**src/rtl/pipelined_cla_adder.sv**
```systemverilog
// pipelined_cla_adder: STAGE-deep add/subtract pipeline of 4-bit CLA groups with valid/ready flow control.
// Define CLA_OVERFLOW_EN to add the o_overflow port (signed overflow aligned with o_data_s).
module pipelined_cla_adder #(
  parameter int BIT   = 32,
  parameter int STAGE = 2
) (
  input  logic           i_clk,
  input  logic           i_rst,
  input  logic           i_valid,
  output logic           o_ready,
  input  logic [BIT-1:0] i_data_a,
  input  logic [BIT-1:0] i_data_b,
  input  logic           i_carry,
  input  logic           i_mode,
  output logic           o_valid,
  input  logic           i_ready,
  output logic [BIT-1:0] o_data_s,
  output logic           o_carry
`ifdef CLA_OVERFLOW_EN
  ,
  output logic           o_overflow
`endif
);
  localparam int SW = BIT / STAGE;
  localparam int GN = SW / 4;
  // Each rank carries the operands, the sum bits completed so far and the carry into the next slice.
  typedef struct packed {
    logic           v;
    logic [BIT-1:0] a;
    logic [BIT-1:0] b;
    logic [BIT-1:0] s;
    logic           c;
  } rank_t;
  rank_t rank_q [STAGE];
  rank_t rank_d [STAGE];
  rank_t first;
  logic  stall;
  function automatic logic [4:0] cla4(input logic [3:0] a, input logic [3:0] b, input logic ci);
    logic [3:0] g;
    logic [3:0] p;
    logic [4:0] c;
    g = a & b;
    p = a | b;
    c[0] = ci;
    c[1] = g[0] | (p[0] & ci);
    c[2] = g[1] | (p[1] & g[0]) | (p[1] & p[0] & ci);
    c[3] = g[2] | (p[2] & g[1]) | (p[2] & p[1] & g[0]) | (p[2] & p[1] & p[0] & ci);
    c[4] = g[3] | (p[3] & g[2]) | (p[3] & p[2] & g[1]) | (p[3] & p[2] & p[1] & g[0])
         | (p[3] & p[2] & p[1] & p[0] & ci);
    return {c[4], a ^ b ^ c[3:0]};
  endfunction
  // Sum slice k of a rank, chaining the groups inside the slice.
  function automatic rank_t step(input rank_t r, input int k);
    rank_t o;
    logic [4:0] t;
    o = r;
    for (int j = 0; j < GN; j++) begin
      t = cla4(r.a[k*SW+4*j +: 4], r.b[k*SW+4*j +: 4], o.c);
      o.s[k*SW+4*j +: 4] = t[3:0];
      o.c = t[4];
    end
    return o;
  endfunction
  always_comb begin
    stall = rank_q[STAGE-1].v && !i_ready;
    first.v = i_valid;
    first.a = i_data_a;
    first.b = i_mode ? ~i_data_b : i_data_b;
    first.s = '0;
    first.c = i_mode | i_carry;
    rank_d[0] = stall ? rank_q[0] : step(first, 0);
    for (int k = 1; k < STAGE; k++)
      rank_d[k] = stall ? rank_q[k] : step(rank_q[k-1], k);
  end
  always_ff @(posedge i_clk or posedge i_rst) begin
    if (i_rst)
      for (int k = 0; k < STAGE; k++) rank_q[k] <= '0;
    else
      for (int k = 0; k < STAGE; k++) rank_q[k] <= rank_d[k];
  end
  assign o_ready  = !stall;
  assign o_valid  = rank_q[STAGE-1].v;
  assign o_data_s = rank_q[STAGE-1].s;
  assign o_carry  = rank_q[STAGE-1].c;
`ifdef CLA_OVERFLOW_EN
  logic ovf_d;
  logic ovf_q;
  // a^b^s at the MSB recovers the carry into the MSB.
  always_comb ovf_d = stall ? ovf_q : rank_d[STAGE-1].a[BIT-1] ^ rank_d[STAGE-1].b[BIT-1]
                                    ^ rank_d[STAGE-1].s[BIT-1] ^ rank_d[STAGE-1].c;
  always_ff @(posedge i_clk or posedge i_rst) begin
    if (i_rst) ovf_q <= 1'b0;
    else ovf_q <= ovf_d;
  end
  assign o_overflow = ovf_q;
`endif
endmodule

```
**config.mk**
```make
export PLATFORM = sky130hd
export DESIGN_NAME = pipelined_cla_adder
export DESIGN_NICKNAME = d
export VERILOG_FILES = /design/src/rtl/pipelined_cla_adder.sv
export SDC_FILE = /design/constraint.sdc
export NUM_CORES = 1
export LEC_CHECK = 0
export CORE_MARGIN = 1.5
export CORE_UTILIZATION = 58
export DETAILED_ROUTE_END_ITERATION = 8
export DONT_BUFFER_PORTS = 1
export GPL_ROUTABILITY_DRIVEN = 0
export PLACE_DENSITY = 0.76
export SLEW_MARGIN = 20
export SYNTH_ARGS = -nofsm -noshare
export SYNTH_HDL_FRONTEND = slang
export SYNTH_SLANG_ARGS = --single-unit
```
**constraint.sdc**
```tcl
create_clock -name i_clk -period 2.2 [get_ports i_clk]
set_input_delay 0.22 -clock i_clk [delete_from_list [all_inputs] [get_ports i_clk]]
set_output_delay 0.22 -clock i_clk [all_outputs]
set_load 0.02 [all_outputs]
```
==> results of run 1 <==
## worst register-to-register path: stages (launching register included)
cell,delay (ns)
dfrtp_1,0.40
ha_2,0.19
or3_4,0.39
o221a_4,0.26
o21ai_2,0.11
o211ai_1,0.12
fa_2,0.56
nand2_2,0.04
nand2_1,0.06
## cell type report
| class | count | area (µm²) | area share [%] |
|---|---|---|---|
| Clock inverter | 6 | 111 | 1.71 |
| Clock buffer | 10 | 138 | 2.11 |
| Multi-Input combinational cell | 427 | 3170 | 48.5 |
| Timing Repair Buffer | 61 | 531 | 8.13 |
| Tap cell | 129 | 161 | 2.47 |
| Sequential cell | 84 | 2100 | 32.2 |
| Inverter | 83 | 318 | 4.87 |
## cells by family after synthesis
group                    count (synthesis)
buffers and inverters                  138
multiplexers                             1
flip-flops                              84
XOR/XNOR                                48
AND/OR/NAND/NOR                        201
adder cells (fa/ha/maj)                 72
AO/OA/AOI/OAI                          105
## repair_timing
item | CTS | global route
endpoints found under the hold margin | 97 | 0
buffers inserted | 1 | 7
gates resized for setup | 8 | 32
hold buffers | 14 | 0
pin swaps | 2 | 17
setup endpoints to repair | 4 | 11
## layout by cell type (no fill, tap or decap), drive strengths merged, types with 9 or more instances in the layout
master       count
xnor2            9
clkbuf          10
xor2            39
a21oi           30
inv             82
nor2            46
dfrtp           84
nand2          108
ha              64
buf             47
dlygate4sd3     14
o21ai           41
## metrics by stage
step | power, W | utilization (%) | TNS (ns)
after floorplan | 0.00414 | - | -1.77
after CTS | 0.00576 | 67.9 | 0
final | 0.00586 | 69.6 | 0
after global placement | 0.00424 | 63.3 | -0.754
after detailed placement | 0.00433 | 63.3 | -1.64
after global routing | 0.00628 | 69.6 | -0.212
## worst paths after layout
path / start / end / cells past startpoint
worst max-delay path: rank_q[183] / o_data_s[28] / 8
worst min-delay path: i_data_a[30] / rank_q[193] / 2
worst max register to register: rank_q[183] / o_data_s[28] / 8
worst min register to register: rank_q[195] / rank_q[195] / 2
max in group asynchronous: i_rst / rank_q[153] / 3
min in group asynchronous: i_rst / o_data_s[27] / 3
## flip-flops by register name (all words and copies together) (netlist names)
signal and count:
o_data_s 32, o_carry 1, o_valid 1, rank_q 50
## where the power goes
part | total [W] | switching [W] | internal [W]
combinational | 0.00189 | 0.000999 | 0.000890
sequential | 0.00262 | 0.000634 | 0.00198
clock | 0.00135 | 0.000568 | 0.000785
## routing by layer
metal  track usage, %  vias up
met5                0        -
met4             5.27        0
met3             5.88       12
met2             40.3      110
met1             28.9     2042
li1                 -     2061
==> flow_summary_export.csv, run 1 <==
group,metric,value,unit
status,status,"finished, final reports clean",
worst_setup_path,path_cells,"ha_2 -> or3_4 -> o221a_4 -> o21ai_2 -> o211ai_1 -> fa_2 -> nand2_2 -> nand2_1",
logic_synthesis,synthFlopType,"dfrtp_1",
worst_setup_path,critPathCaptureType,"flop",
power_and_ir_drop,powerDensity,898,nW/µm²
run,max-cap-violations,0,
logic_synthesis,synth_top_area_share,36.9,%
clock_network,cts_tree,"done",
finish,final_area,6530,µm²
logic_synthesis,synthCells,649,
worst_setup_path,worstSetupPathType,"flop to flop",
detailed_routing,ant_nets,0,
sta,rsz0062_at_grt,"yes",
worst_hold_path,hold_class,"input pin to flop",
clock_network,cts_buffers,9,
floorplanning,start_util,60.8,%
place,post-place-ws,-0.353,ns
detailed_routing,drc,0,
logic_synthesis,synth-seq-cells,84,
logic_synthesis,synth_most_common_cell,"nand2_1",
logic_synthesis,synth-edff-count,0,
sta,fin_crit_sh,99.7,%
detailed_routing,met3_length,631,µm
power_and_ir_drop,peakVddDrop,0.000525,V
logic_synthesis,synth_cell_types,51,
sta,skew,0.00640,ns
logic_synthesis,avgSynthCellArea,8.77,µm²
sta,hold_viol,0,
place,dp_hpwl,8.32,mm
sta,final_critical_path_setup_slack,0.00657,ns
logic_synthesis,synth-compound-area-share,11.4,%
finish,syn_to_final_growth,14.6,%
finish,antenna_cells,0,
grt,grt_pass1_vias,4204,
detailed_routing,top_layer,"met4",
detailed_routing,vias_per_cell,5.28,
logic_synthesis,synth_mux_area_share,0.176,%
finish,drive_gt1_share,17.3,%
detailed_routing,drt_iter0_markers,129,
grt,grt_pass1_wl,18.8,mm
logic_synthesis,yosys.area.top_type,"dfrtp_1",
worst_setup_path,r2r_setup_slack,0.007,ns
clock_network,htree_num_levels,3,
sta,slew_headroom,68.8,%
logic_synthesis,syn_area,5690,µm²
detailed_routing,via_count,4225,
floorplanning,io_pins,105,
logic_synthesis,synth_warnings,0,
logic_synthesis,synth_seq_area_share,36.9,%
finish,fin_cells,800,
floorplanning,core-area,9370,µm²
sta,post-route-min-period,2.19,ns
logic_synthesis,syn-num-nets,791,
clock_network,clkTransAtPathRegs,0.08,ns
finish,fill_cells,752,
worst_setup_path,cp_max_fo,2,
detailed_routing,m1WireLength,4.96,mm
place,placed_cells,762,
clock_network,clock_path_buffers,2,
floorplanning,die_x,102,µm
detailed_routing,wire_per_inst,14.7,µm
floorplanning,fp-row-count,35,
sta,setup_violations,0,
grt,grt_overflow_total,0,
logic_synthesis,netlist_top_cells_count,"nand2_1 (108), dfrtp_1 (84), inv_1 (83)",
logic_synthesis,yosys.area_share.xor_xnor,7.38,%
worst_setup_path,crit_slowest_cell,"fa_2",
worst_setup_path,worst_ep_arrival_time,2.49,ns
floorplanning,dieHeight,102,µm
worst_setup_path,worst-path-buf-inv,0,
detailed_routing,wl_met2,6.04,mm
worst_setup_path,slowest_delay,0.56,ns
sta,tightest_slew,0.469,ns
clock_network,clockRootBuffer,"clkbuf_8",
grt,grt_max_degree,85,
clock_network,clock_latency,0.35,ns
place,place_area,5930,µm²
worst_setup_path,critical-path-top-delay-family,"adder cells",
worst_setup_path,required,2.49,ns
sta,whs,0.0186,ns
logic_synthesis,synth_top_family_by_area,"adder cells",
grt,antenna_found_initial,0,
logic_synthesis,synth_area_leaders,"dfrtp_1 (37%), ha_1 (14%), nand2_1 (7.1%)",
power_and_ir_drop,p_leak,3.27,nW
sta,fmax,0.456,GHz
sta,final_max_slew_viol_count,0,
logic_synthesis,yosys.area_share.simple,15.9,%
place,numPortBuffers,0,
clock_network,cts_sinks,84,
finish,final_nets,808,
floorplanning,dieArea,10400,µm²
detailed_routing,routed_wl,11.8,mm
detailed_routing,dr.pass1.iters,4,
logic_synthesis,synthArstFlopShare,100,%
logic_synthesis,synthAdderAreaFrac,16.9,%
grt,grt_usage,23.1,%
worst_setup_path,cp-start-kind,"flop",
Note: power is estimated with default switching activity, not from simulation.
==> run 2: changes to the inputs <==
--- a/config.mk
+++ b/config.mk
@@ -11,6 +11,7 @@
 export DONT_BUFFER_PORTS = 1
 export GPL_ROUTABILITY_DRIVEN = 0
 export PLACE_DENSITY = 0.76
+export SETUP_SLACK_MARGIN = 0.5
 export SLEW_MARGIN = 20
 export SYNTH_ARGS = -nofsm -noshare
 export SYNTH_HDL_FRONTEND = slang
==> run 2 against run 1 <==
- maximum frequency is 2.3% higher
- critical endpoint is now o_data_s[29]
- die area did not move
- sequential cell count unchanged
- non-clock buffer count is 29 higher
- final cell count is 3.5% higher
- global-route usage increased by 3.3 points
- hold slack improved by 0.0052 ns
- via count grew 5.0%
- largest cell class unchanged
==> flow_summary_export.csv, run 2 (synthesis results as in run 1) <==
group,metric,value,unit
grt,grt_pass1_vias,4612,
worst_setup_path,worstSetupPathType,"flop to flop",
clock_network,clock_latency,0.36,ns
sta,skew,0.00831,ns
finish,final_nets,837,
run,max-cap-violations,0,
clock_network,clkTransAtPathRegs,0.09,ns
worst_setup_path,path_cells,"ha_2 -> or3_4 -> o221a_4 -> o21ai_1 -> o211ai_1 -> fa_2 -> xnor2_2 -> o21ai_1",
place,place_area,5950,µm²
finish,final_area,7180,µm²
floorplanning,core-area,9370,µm²
detailed_routing,vias_per_cell,5.36,
sta,post-route-min-period,2.14,ns
sta,slew_headroom,64.8,%
worst_hold_path,hold_class,"input pin to flop",
floorplanning,start_util,60.8,%
worst_setup_path,crit_slowest_cell,"dfrtp_1",
clock_network,cts_buffers,9,
worst_setup_path,critPathCaptureType,"flop",
clock_network,cts_tree,"done",
clock_network,htree_num_levels,3,
grt,grt_overflow_total,0,
clock_network,clockRootBuffer,"clkbuf_8",
detailed_routing,ant_nets,0,
detailed_routing,drt_iter0_markers,156,
worst_setup_path,worst_ep_arrival_time,2.38,ns
detailed_routing,wire_per_inst,16.3,µm
finish,syn_to_final_growth,26.1,%
worst_setup_path,cp_max_fo,2,
finish,layout_common_cells,"nand2_1 (105), dfrtp_1 (84), inv_1 (70), buf_4 (48), ha_1 (45)",
grt,antenna_found_initial,0,
sta,tightest_slew,0.527,ns
power_and_ir_drop,p_leak,3.45,nW
worst_setup_path,cp_common_cell,"o21ai_1",
finish,regMostFlops,"rank_q",
finish,antenna_cells,0,
status,status,"finished, final reports clean",
worst_setup_path,required,2.43,ns
finish,fill_cells,631,
clock_network,cts_sinks,84,
finish,layout_commonest_cell,"nand2_1",
sta,hold_viol,0,
worst_setup_path,r2r_setup_slack,0.06,ns
floorplanning,die_x,102,µm
worst_setup_path,slowest_delay,0.39,ns
detailed_routing,drc,0,
finish,final_util,76.6,%
finish,largest_reg_flops,50,
finish,regArea,2100,µm²
sta,rsz0062_at_grt,"yes",
floorplanning,dieHeight,102,µm
floorplanning,dieArea,10400,µm²
detailed_routing,via_count,4437,
place,numPortBuffers,0,
grt,grt_max_degree,85,
power_and_ir_drop,peakVddDrop,0.000654,V
grt,grt_pass1_wl,21.3,mm
finish,multi_input_area,3580,µm²
worst_setup_path,cp-start-kind,"flop",
sta,final_max_slew_viol_count,0,
grt,grt_usage,26.4,%
power_and_ir_drop,powerDensity,838,nW/µm²
place,dp_hpwl,8.68,mm
detailed_routing,routed_wl,13.5,mm
floorplanning,fp-row-count,35,
sta,fmax,0.466,GHz
sta,fin_crit_sh,97.5,%
finish,drive_gt1_share,29.3,%
floorplanning,io_pins,105,
detailed_routing,dr.pass1.iters,4,
sta,fin_setup_tns,0,ns
clock_network,clock_path_buffers,2,
sta,setup_violations,0,
## run 2: what timing repair did
item | in CTS | in global routing
pin swaps | 43 | 45
gates cloned | 0 | 0
hold buffers | 16 | 0
setup buffers | 29 | 12
resized for setup | 83 | 46
endpoints found under the hold margin | 99 | 0
endpoints found under the setup margin | 24 | 27
## run 2: routing by layer
layer	up-vias	GRT usage, %	routed length (µm)
li1	2127	-	-
met4	0	10.5	369
met3	43	7.25	795
met1	2139	30.7	5440
met2	128	46.1	6910
met5	-	0	0
## run 2: through the flow
step	instances	hold slack [ns]	total power, W	setup WS, ns
after floorplan	649	0.332	0.00420	-0.437
after global placement	756	0.249	0.00426	-0.239
after detailed placement	756	0.263	0.00437	-0.326
after CTS	816	0.00831	0.00582	0.00268
after global routing	828	0.0143	0.00640	-0.0352
final	828	0.0239	0.00602	0.0552
## run 2: worst max-delay path: cells and delay by family, from the launching register on
kind / cells / cell delay (ns)
DFF: 1 / 0.39
and+or+nand+nor: 1 / 0.39
AOI/OAI and AO/OA: 4 / 0.56
xor gates and xnor gates: 1 / 0.13
adders and majority gates: 2 / 0.56
## run 2: path summary, 6_finish.rpt
| path | from | to | cells past startpoint |
|---|---|---|---|
| setup reg to reg | rank_q[182] | o_data_s[29] | 8 |
| hold / removal | i_data_a[24] | rank_q[187] | 2 |
| min in group asynchronous | i_rst | rank_q[157] | 3 |
| max in group asynchronous | i_rst | rank_q[104] | 3 |
| hold reg to reg | rank_q[103] | o_data_s[4] | 2 |
| setup / recovery | rank_q[182] | o_data_s[29] | 8 |
## run 2: cell type report
cell class / count / area share (%)
Sequential cell: 84 / 29.3
Clock inverter: 6 / 0.680
Inverter: 83 / 4.57
Multi-Input combinational cell: 427 / 49.8
Timing Repair Buffer: 90 / 11.7
Tap cell: 129 / 2.25
Clock buffer: 9 / 1.73
## run 2: report_power, final
part / internal (W) / switching (W) / total [W]
sequential: 0.00198 / 0.000644 / 0.00263
combinational: 0.00117 / 0.00121 / 0.00238
clock: 0.000413 / 0.000593 / 0.00101
total: 0.00357 / 0.00245 / 0.00602
